===== src/rtl/i2s_pkg.sv =====
// Shared constants, controller state encoding and helpers for the I2S/TDM clock generator.
package i2s_pkg;

  localparam int I2S_MODE_I2S = 0;
  localparam int I2S_MODE_LJ  = 1;
  localparam int I2S_MODE_TDM = 2;

  typedef enum logic [1:0] {
    IDLE,
    RUN,
    DRAIN
  } i2s_state_t;

  // Word-select level for a slot: first half of the frame is the left/low channel.
  function automatic logic ws_level(input int slot, input int num_slots);
    return slot >= (num_slots / 2);
  endfunction

endpackage


===== src/rtl/i2s_sck_divider.sv =====
// Serial bit-clock divider: toggles sck every HALF_PERIOD cycles while run_in is high,
// with one-cycle strobes coincident with the new sck level.
module i2s_sck_divider #(
  parameter int HALF_PERIOD = 17
) (
  input  logic clk_in,
  input  logic rst_in,
  input  logic run_in,
  output logic sck,
  output logic rise_out,
  output logic fall_out
);

  localparam int DW = (HALF_PERIOD > 1) ? $clog2(HALF_PERIOD) : 1;
  localparam logic [DW-1:0] DIV_LAST = DW'(HALF_PERIOD - 1);

  logic [DW-1:0] div_q;

  // Dropping run_in parks the divider so the next run starts from a clean half-period.
  always_ff @(posedge clk_in) begin
    if (rst_in || !run_in) begin
      div_q    <= '0;
      sck      <= 1'b0;
      rise_out <= 1'b0;
      fall_out <= 1'b0;
    end else begin
      rise_out <= 1'b0;
      fall_out <= 1'b0;
      if (div_q == DIV_LAST) begin
        div_q    <= '0;
        sck      <= ~sck;
        rise_out <= ~sck;
        fall_out <= sck;
      end else begin
        div_q <= div_q + 1'b1;
      end
    end
  end

endmodule


===== src/rtl/i2s_clock_gen.sv =====
// I2S / left-justified / TDM bit clock and word-select generator whose
// IDLE/RUN/DRAIN controller only ever stops on a frame boundary.
module i2s_clock_gen
  import i2s_pkg::*;
#(
  parameter int HALF_PERIOD   = 17,
  parameter int BITS_PER_SLOT = 32,
  parameter int NUM_SLOTS     = 2,
  parameter int MODE          = I2S_MODE_I2S,
  localparam int BW = $clog2(BITS_PER_SLOT),
  localparam int SW = (NUM_SLOTS > 1) ? $clog2(NUM_SLOTS) : 1
) (
  input  logic          clk_in,
  input  logic          rst_in,
  input  logic          enable_in,
  output logic          sck,
  output logic          ws,
  output logic          sck_rise_out,
  output logic          sck_fall_out,
  output logic [BW-1:0] bit_idx_out,
  output logic [SW-1:0] slot_idx_out,
  output logic          frame_start_out,
  output logic          running_out
);

  localparam logic [BW-1:0] BIT_LAST   = BW'(BITS_PER_SLOT - 1);
  localparam logic [BW-1:0] BIT_PENULT = BW'(BITS_PER_SLOT - 2);
  localparam logic [SW-1:0] SLOT_LAST  = SW'(NUM_SLOTS - 1);

  if (HALF_PERIOD < 1 || BITS_PER_SLOT < 2 || NUM_SLOTS < 1 || MODE < 0 || MODE > 2 ||
      (MODE != I2S_MODE_TDM && (NUM_SLOTS < 2 || (NUM_SLOTS % 2) != 0))) begin : g_bad_params
    $error("i2s_clock_gen: illegal parameter combination");
  end

  i2s_state_t    state;
  logic [BW-1:0] bit_q, bit_d;
  logic [SW-1:0] slot_q, slot_d, slot_inc;
  logic          ws_q, ws_d, start_q;
  logic          fall, last_bit, last_slot, wrap, stop, run_div;

  // Cutting run_in in the same cycle as the closing fall keeps sck parked low,
  // even when HALF_PERIOD=1 would otherwise raise it on the very next edge.
  assign run_div = (state != IDLE) && !stop;

  i2s_sck_divider #(
    .HALF_PERIOD(HALF_PERIOD)
  ) u_div (
    .clk_in  (clk_in),
    .rst_in  (rst_in),
    .run_in  (run_div),
    .sck     (sck),
    .rise_out(sck_rise_out),
    .fall_out(fall)
  );

  assign last_bit  = (bit_q == BIT_LAST);
  assign last_slot = (slot_q == SLOT_LAST);
  assign slot_inc  = last_slot ? '0 : slot_q + 1'b1;
  assign wrap      = fall && last_bit && last_slot;
  assign stop      = wrap && (state == DRAIN);

  // Counters and ws advance in the same cycle sck falls; the registers catch up one cycle later.
  always_comb begin
    bit_d  = bit_q;
    slot_d = slot_q;
    ws_d   = ws_q;
    if (fall) begin
      bit_d = last_bit ? '0 : bit_q + 1'b1;
      if (last_bit) slot_d = slot_inc;
      case (MODE)
        I2S_MODE_I2S: if (bit_q == BIT_PENULT) ws_d = ws_level(int'(slot_inc), NUM_SLOTS);
        I2S_MODE_LJ:  if (last_bit) ws_d = ws_level(int'(slot_inc), NUM_SLOTS);
        default:      ws_d = wrap && !stop;
      endcase
    end
  end

  assign sck_fall_out    = fall;
  assign ws              = ws_d;
  assign bit_idx_out     = bit_d;
  assign slot_idx_out    = slot_d;
  assign frame_start_out = start_q || (wrap && !stop);
  assign running_out     = (state != IDLE);

  always_ff @(posedge clk_in) begin
    if (rst_in) begin
      state   <= IDLE;
      bit_q   <= '0;
      slot_q  <= '0;
      ws_q    <= 1'b0;
      start_q <= 1'b0;
    end else begin
      start_q <= 1'b0;
      case (state)
        IDLE: begin
          bit_q  <= '0;
          slot_q <= '0;
          ws_q   <= 1'b0;
          if (enable_in) begin
            state   <= RUN;
            start_q <= 1'b1;
            ws_q    <= (MODE == I2S_MODE_TDM);
          end
        end
        RUN: begin
          bit_q  <= bit_d;
          slot_q <= slot_d;
          ws_q   <= ws_d;
          if (!enable_in) state <= DRAIN;
        end
        default: begin
          bit_q  <= bit_d;
          slot_q <= slot_d;
          ws_q   <= ws_d;
          if (stop) state <= IDLE;
          else if (enable_in) state <= RUN;
        end
      endcase
    end
  end

endmodule


===== config.mk =====
export PLATFORM = sky130hd
export DESIGN_NAME = i2s_clock_gen
export DESIGN_NICKNAME = d
export VERILOG_FILES = /design/src/rtl/i2s_pkg.sv /design/src/rtl/i2s_sck_divider.sv /design/src/rtl/i2s_clock_gen.sv
export SDC_FILE = /design/constraint.sdc
export NUM_CORES = 1
export LEC_CHECK = 0
export ABC_AREA = 1
export ABC_CLOCK_PERIOD_IN_PS = 1300
export CORE_UTILIZATION = 45
export CTS_CLUSTER_DIAMETER = 150
export DETAILED_ROUTE_END_ITERATION = 16
export HOLD_SLACK_MARGIN = 0.1
export PLACE_DENSITY = 0.72
export SLEW_MARGIN = 20
export SYNTH_ARGS = -nofsm -noshare
export SYNTH_HDL_FRONTEND = slang
export SYNTH_SLANG_ARGS = --single-unit

===== constraint.sdc =====
create_clock -name clk_in -period 1.3 [get_ports clk_in]
set_input_delay 0.13 -clock clk_in [delete_from_list [all_inputs] [get_ports clk_in]]
set_output_delay 0.13 -clock clk_in [all_outputs]
set_load 0.02 [all_outputs]

==> qor.txt <==
OUTCOME
------------------------------------------------------------------------------------------------------
Run status                                                                                finished with violations
Failing checks                                                                            setup timing

SYNTHESIS
------------------------------------------------------------------------------------------------------
Mapped Area                                                                                    887 µm²
Number of register bits inferred by synthesis                                                       18
Most instantiated library cell after synthesis                                            sky130_fd_sc_hd__nor2_1
Primary FF master, synth                                                                  sky130_fd_sc_hd__dfxtp_1
Main area contributors after synthesis                                                    sky130_fd_sc_hd__dfxtp_1 41%, sky130_fd_sc_hd__nor2_1 11%, sky130_fd_sc_hd__inv_1 7.2%, sky130_fd_sc_hd__ha_1 7.1%, sky130_fd_sc_hd__nand2_1 6.3%
Net count after synthesis                                                                          124
Distinct cells, synth                                                                               22
Dominant cell type by area after synthesis                                                sky130_fd_sc_hd__dfxtp_1
Top post-synthesis cells by count                                                         25 x sky130_fd_sc_hd__nor2_1, 18 x sky130_fd_sc_hd__dfxtp_1, 17 x sky130_fd_sc_hd__inv_1
Syn Inst Count                                                                                     116
Average cell area after synthesis                                                             7.65 µm²
Share of the synthesized area in the top cell type                                               0.406
Number of synthesized flops with an enable pin                                                       0
Yosys warning total                                                                                  0
Share of flip-flops with an asynchronous set or reset after synthesis                                0
Fraction of the yosys area taken by sequential cells                                             0.406

RUN
------------------------------------------------------------------------------------------------------
Max-capacitance violation count                                                                      0

GLOBAL ROUTE
------------------------------------------------------------------------------------------------------
Initial antenna violation count                                                                      0
Total global routing track utilization                                                           0.205
Via count of the first global-routing pass                                                         743
Maximum number of pins on one net before global-route repair                                        11
Congestion Overflow GR                                                                               0
Global-route wire length before repair                                                         3.02 mm

DIE
------------------------------------------------------------------------------------------------------
Effective utilization at floorplan                                                               0.498
Core ar.                                                                                      1780 µm²
Die outline area                                                                              2150 µm²
Chip Width                                                                                     46.4 µm
Number of top-level design ports                                                                    15
Die height                                                                                     46.4 µm
Number of rows in the core area                                                                     15

CRITICAL PATH
------------------------------------------------------------------------------------------------------
Worst setup path class                                                                    flop to primary output
Launching element of the worst setup path                                                 bit_q[0]$_SDFF_PP0_
Reg-to-reg setup timing slack                                                                  -230 ps
Cells traversed along the worst timing path                                               ha_4 -> inv_2 -> nor2_4 -> ha_4 -> or2_1 -> o21ai_2 -> inv_2 -> buf_6
Worst setup SP type                                                                               flop
Cell at the slowest stage of the critical path                                            sky130_fd_sc_hd__dfxtp_2
Crit path max fanout                                                                                 2
Critical path buffer and inverter count                                                              3
Kind of capture point of the worst setup path                                             primary output
Required @ worst endpoint                                                                      1170 ps
Worst R2R End                                                                             u_div.sck$_SDFFE_PP0N_
Delay of the slowest cell on the worst path                                                     370 ps
Crit path arrival time                                                                         1630 ps
Worst reg2reg startpoint                                                                  bit_q[0]$_SDFF_PP0_
Gate family responsible for the most delay along the worst path                             flip-flops
R2R cell count                                                                                      11

LAYOUT
------------------------------------------------------------------------------------------------------
Fraction of final layout cells sized beyond drive strength 1                                     0.488
Post-layout instance count excluding filler cells                                                  185
Final core utilization                                                                           0.818
Final antenna diode count                                                                            0
Number of nets in the layout                                                                       169
Final-layout fill cell count                                                                       112
Area delta synth->final                                                                          64.5%

STA
------------------------------------------------------------------------------------------------------
Count of final max-slew check failures                                                               0
Final-report hold violation count                                                                    0
Final setup violating endpoints                                                                     22
Worst Tran Pin Value                                                                            255 ps
Period utilisation layout                                                                         1.36
Maximum frequency from static timing analysis                                                  567 MHz
Relative slew margins                                                                            0.829
Time the final worst path needs with I/O delays and setup                                      1760 ps
Post-route clock skew                                                                          4.91 ps
Setup repair after global routing missed its margin                                               true
Setup TNS Final                                                                               -4250 ps
Fin worst setup slack                                                                          -463 ps

HOLD PATH
------------------------------------------------------------------------------------------------------
Cell depth of the worst min-delay path                                                               2
Worst Min Path Start                                                                            rst_in
Min-Delay Endpoint                                                                        state[0]$_SDFFE_PP0P_
Class of the most critical hold timing path                                               primary input to flop

ROUTE
------------------------------------------------------------------------------------------------------
Routed length per placed instance                                                              11.5 µm
First-pass iteration count of the detailed router                                                    4
Total routed wirelength                                                                        2.13 mm
Post-route ant nets                                                                                  0
Vias after detailed routing                                                                        869
Vias per Instance                                                                                 4.70
1st-iter DRT viols                                                                                  12
Count of unresolved DRC violations after routing                                                     0

PWR
------------------------------------------------------------------------------------------------------
Power density cells                                                                         675 nW/µm²
Leakage power summed over all cells                                                        0.000666 µW
IR Drop Worst-Case VDD                                                                        0.596 mV

CLOCK TREE
------------------------------------------------------------------------------------------------------
Clock root buffer                                                                         sky130_fd_sc_hd__clkbuf_4
Clock transition at the register clock pins on the worst setup and hold paths after CTS         110 ps
CTS Buf Count                                                                                        3
Clock latency at the later pin of the worst-skew pair                                           300 ps
Clk sink count                                                                                      18
Htree depth                                                                                          1
Worst-case clock buffer depth                                                                        2
Clock tree from TritonCTS                                                                         done

PLACE
------------------------------------------------------------------------------------------------------
Global placer's final weighted congestion                                                        0.826
HPWL Detailed                                                                                  1.29 mm
Placed cell count                                                                                  173
Number of port buffers                                                                              14

worst max-delay path by stage:
stage	cells past startpoint	to	slack [ps]
after detailed placement	8	bit_idx_out[4]	-540
after floorplan	7	bit_idx_out[4]	-50
after global routing	10	slot_idx_out	-510
final	8	bit_idx_out[4]	-460
after CTS	8	bit_idx_out[4]	-490
after global placement	10	slot_idx_out	-530
registers in the layout, summed over array words and instances, names as in the netlist:
| register | flops |
|---|---|
| u_div.div_q | 5 |
| state | 2 |
| bit_q | 5 |
| u_div.rise_out | 1 |
| last_slot | 1 |
| u_div.sck | 1 |
| start_q | 1 |
| u_div.fall_out | 1 |
| ws_q | 1 |
cells by family (layout without fill, tap and decap cells):
kind of cell | count (synthesis) | after routing | synth area share
xor gates and xnor gates | 3 | 3 | 0.0296
AOI/OAI and AO/OA | 7 | 7 | 0.0480
and+or+nand+nor | 61 | 61 | 0.338
buffers and inverters | 22 | 66 | 0.107
DFF | 18 | 18 | 0.406
adders and majority gates | 5 | 5 | 0.0705
report_power, final:
| group | switching [µW] | internal, µW | total (µW) | leakage [µW] |
|---|---|---|---|---|
| Clock | 181 | 171 | 352 | 0.0000210 |
| Combinational | 38.9 | 31.0 | 69.9 | 0.000498 |
| Sequential | 4.91 | 558 | 563 | 0.000147 |
| Total | 225 | 760 | 985 | 0.000666 |
through the flow:
| stage | setup slack (ps) | area (µm²) | hold slack (ps) | total power (µW) |
|---|---|---|---|---|
| floorplan | -46.2 | 916 | 209 | 614 |
| global placement | -535 | 1230 | 445 | 640 |
| detailed placement | -543 | 1230 | 455 | 641 |
| CTS | -489 | 1370 | 391 | 983 |
| global route | -514 | 1460 | 424 | 1020 |
| finish | -463 | 1460 | 392 | 985 |
cell type report:
cell class | instances | area, µm² | area share
well taps | 25 | 31.3 | 0.0214
inverters | 21 | 88.8 | 0.0609
repair buffers | 41 | 367 | 0.251
clock buffers | 4 | 36.3 | 0.0249
flip-flops and latches | 18 | 363 | 0.249
multi-input cells | 76 | 573 | 0.393
layout by cell type (no fill, tap or decap), types with 2 or more instances in the layout:
master / n
sky130_fd_sc_hd__dfxtp_2: 2
sky130_fd_sc_hd__xor2_1: 2
sky130_fd_sc_hd__dfxtp_1: 16
sky130_fd_sc_hd__nor2_1: 17
sky130_fd_sc_hd__nand2_4: 3
sky130_fd_sc_hd__nor3_1: 2
sky130_fd_sc_hd__nor2_2: 5
sky130_fd_sc_hd__inv_1: 11
sky130_fd_sc_hd__nand3_4: 3
sky130_fd_sc_hd__clkdlybuf4s15_1: 2
sky130_fd_sc_hd__o21bai_1: 2
sky130_fd_sc_hd__nor2_4: 3
sky130_fd_sc_hd__buf_6: 9
sky130_fd_sc_hd__a21oi_1: 2
sky130_fd_sc_hd__buf_4: 25
sky130_fd_sc_hd__nand3_1: 4
sky130_fd_sc_hd__ha_1: 2
sky130_fd_sc_hd__dlygate4sd2_1: 2
sky130_fd_sc_hd__inv_2: 7
sky130_fd_sc_hd__nand2_1: 14
sky130_fd_sc_hd__clkbuf_4: 3
sky130_fd_sc_hd__nand3_2: 3
sky130_fd_sc_hd__ha_4: 3
sky130_fd_sc_hd__inv_4: 2
sky130_fd_sc_hd__or2_1: 2
sky130_fd_sc_hd__clkdlybuf4s50_1: 2
sky130_fd_sc_hd__nand2_2: 2
routing by layer:
metal	vias to the layer above	GRT usage	wire (µm)	part of all wire
met5	-	0	0	0
met2	13	0.378	1160	0.55
met4	0	0.0882	35	0.016
met3	5	0.0471	43	0.020
li1	443	-	-	-
met1	408	0.216	882	0.41
repair_timing:
action / 4_1_cts / 5_1_grt
setup endpoints to repair: 26 / 25
hold buffers: 0 / 0
setup buffers: 5 / 4
pin swaps: 11 / 5
resized for setup: 65 / 19
(Power assumes the default switching activity.)
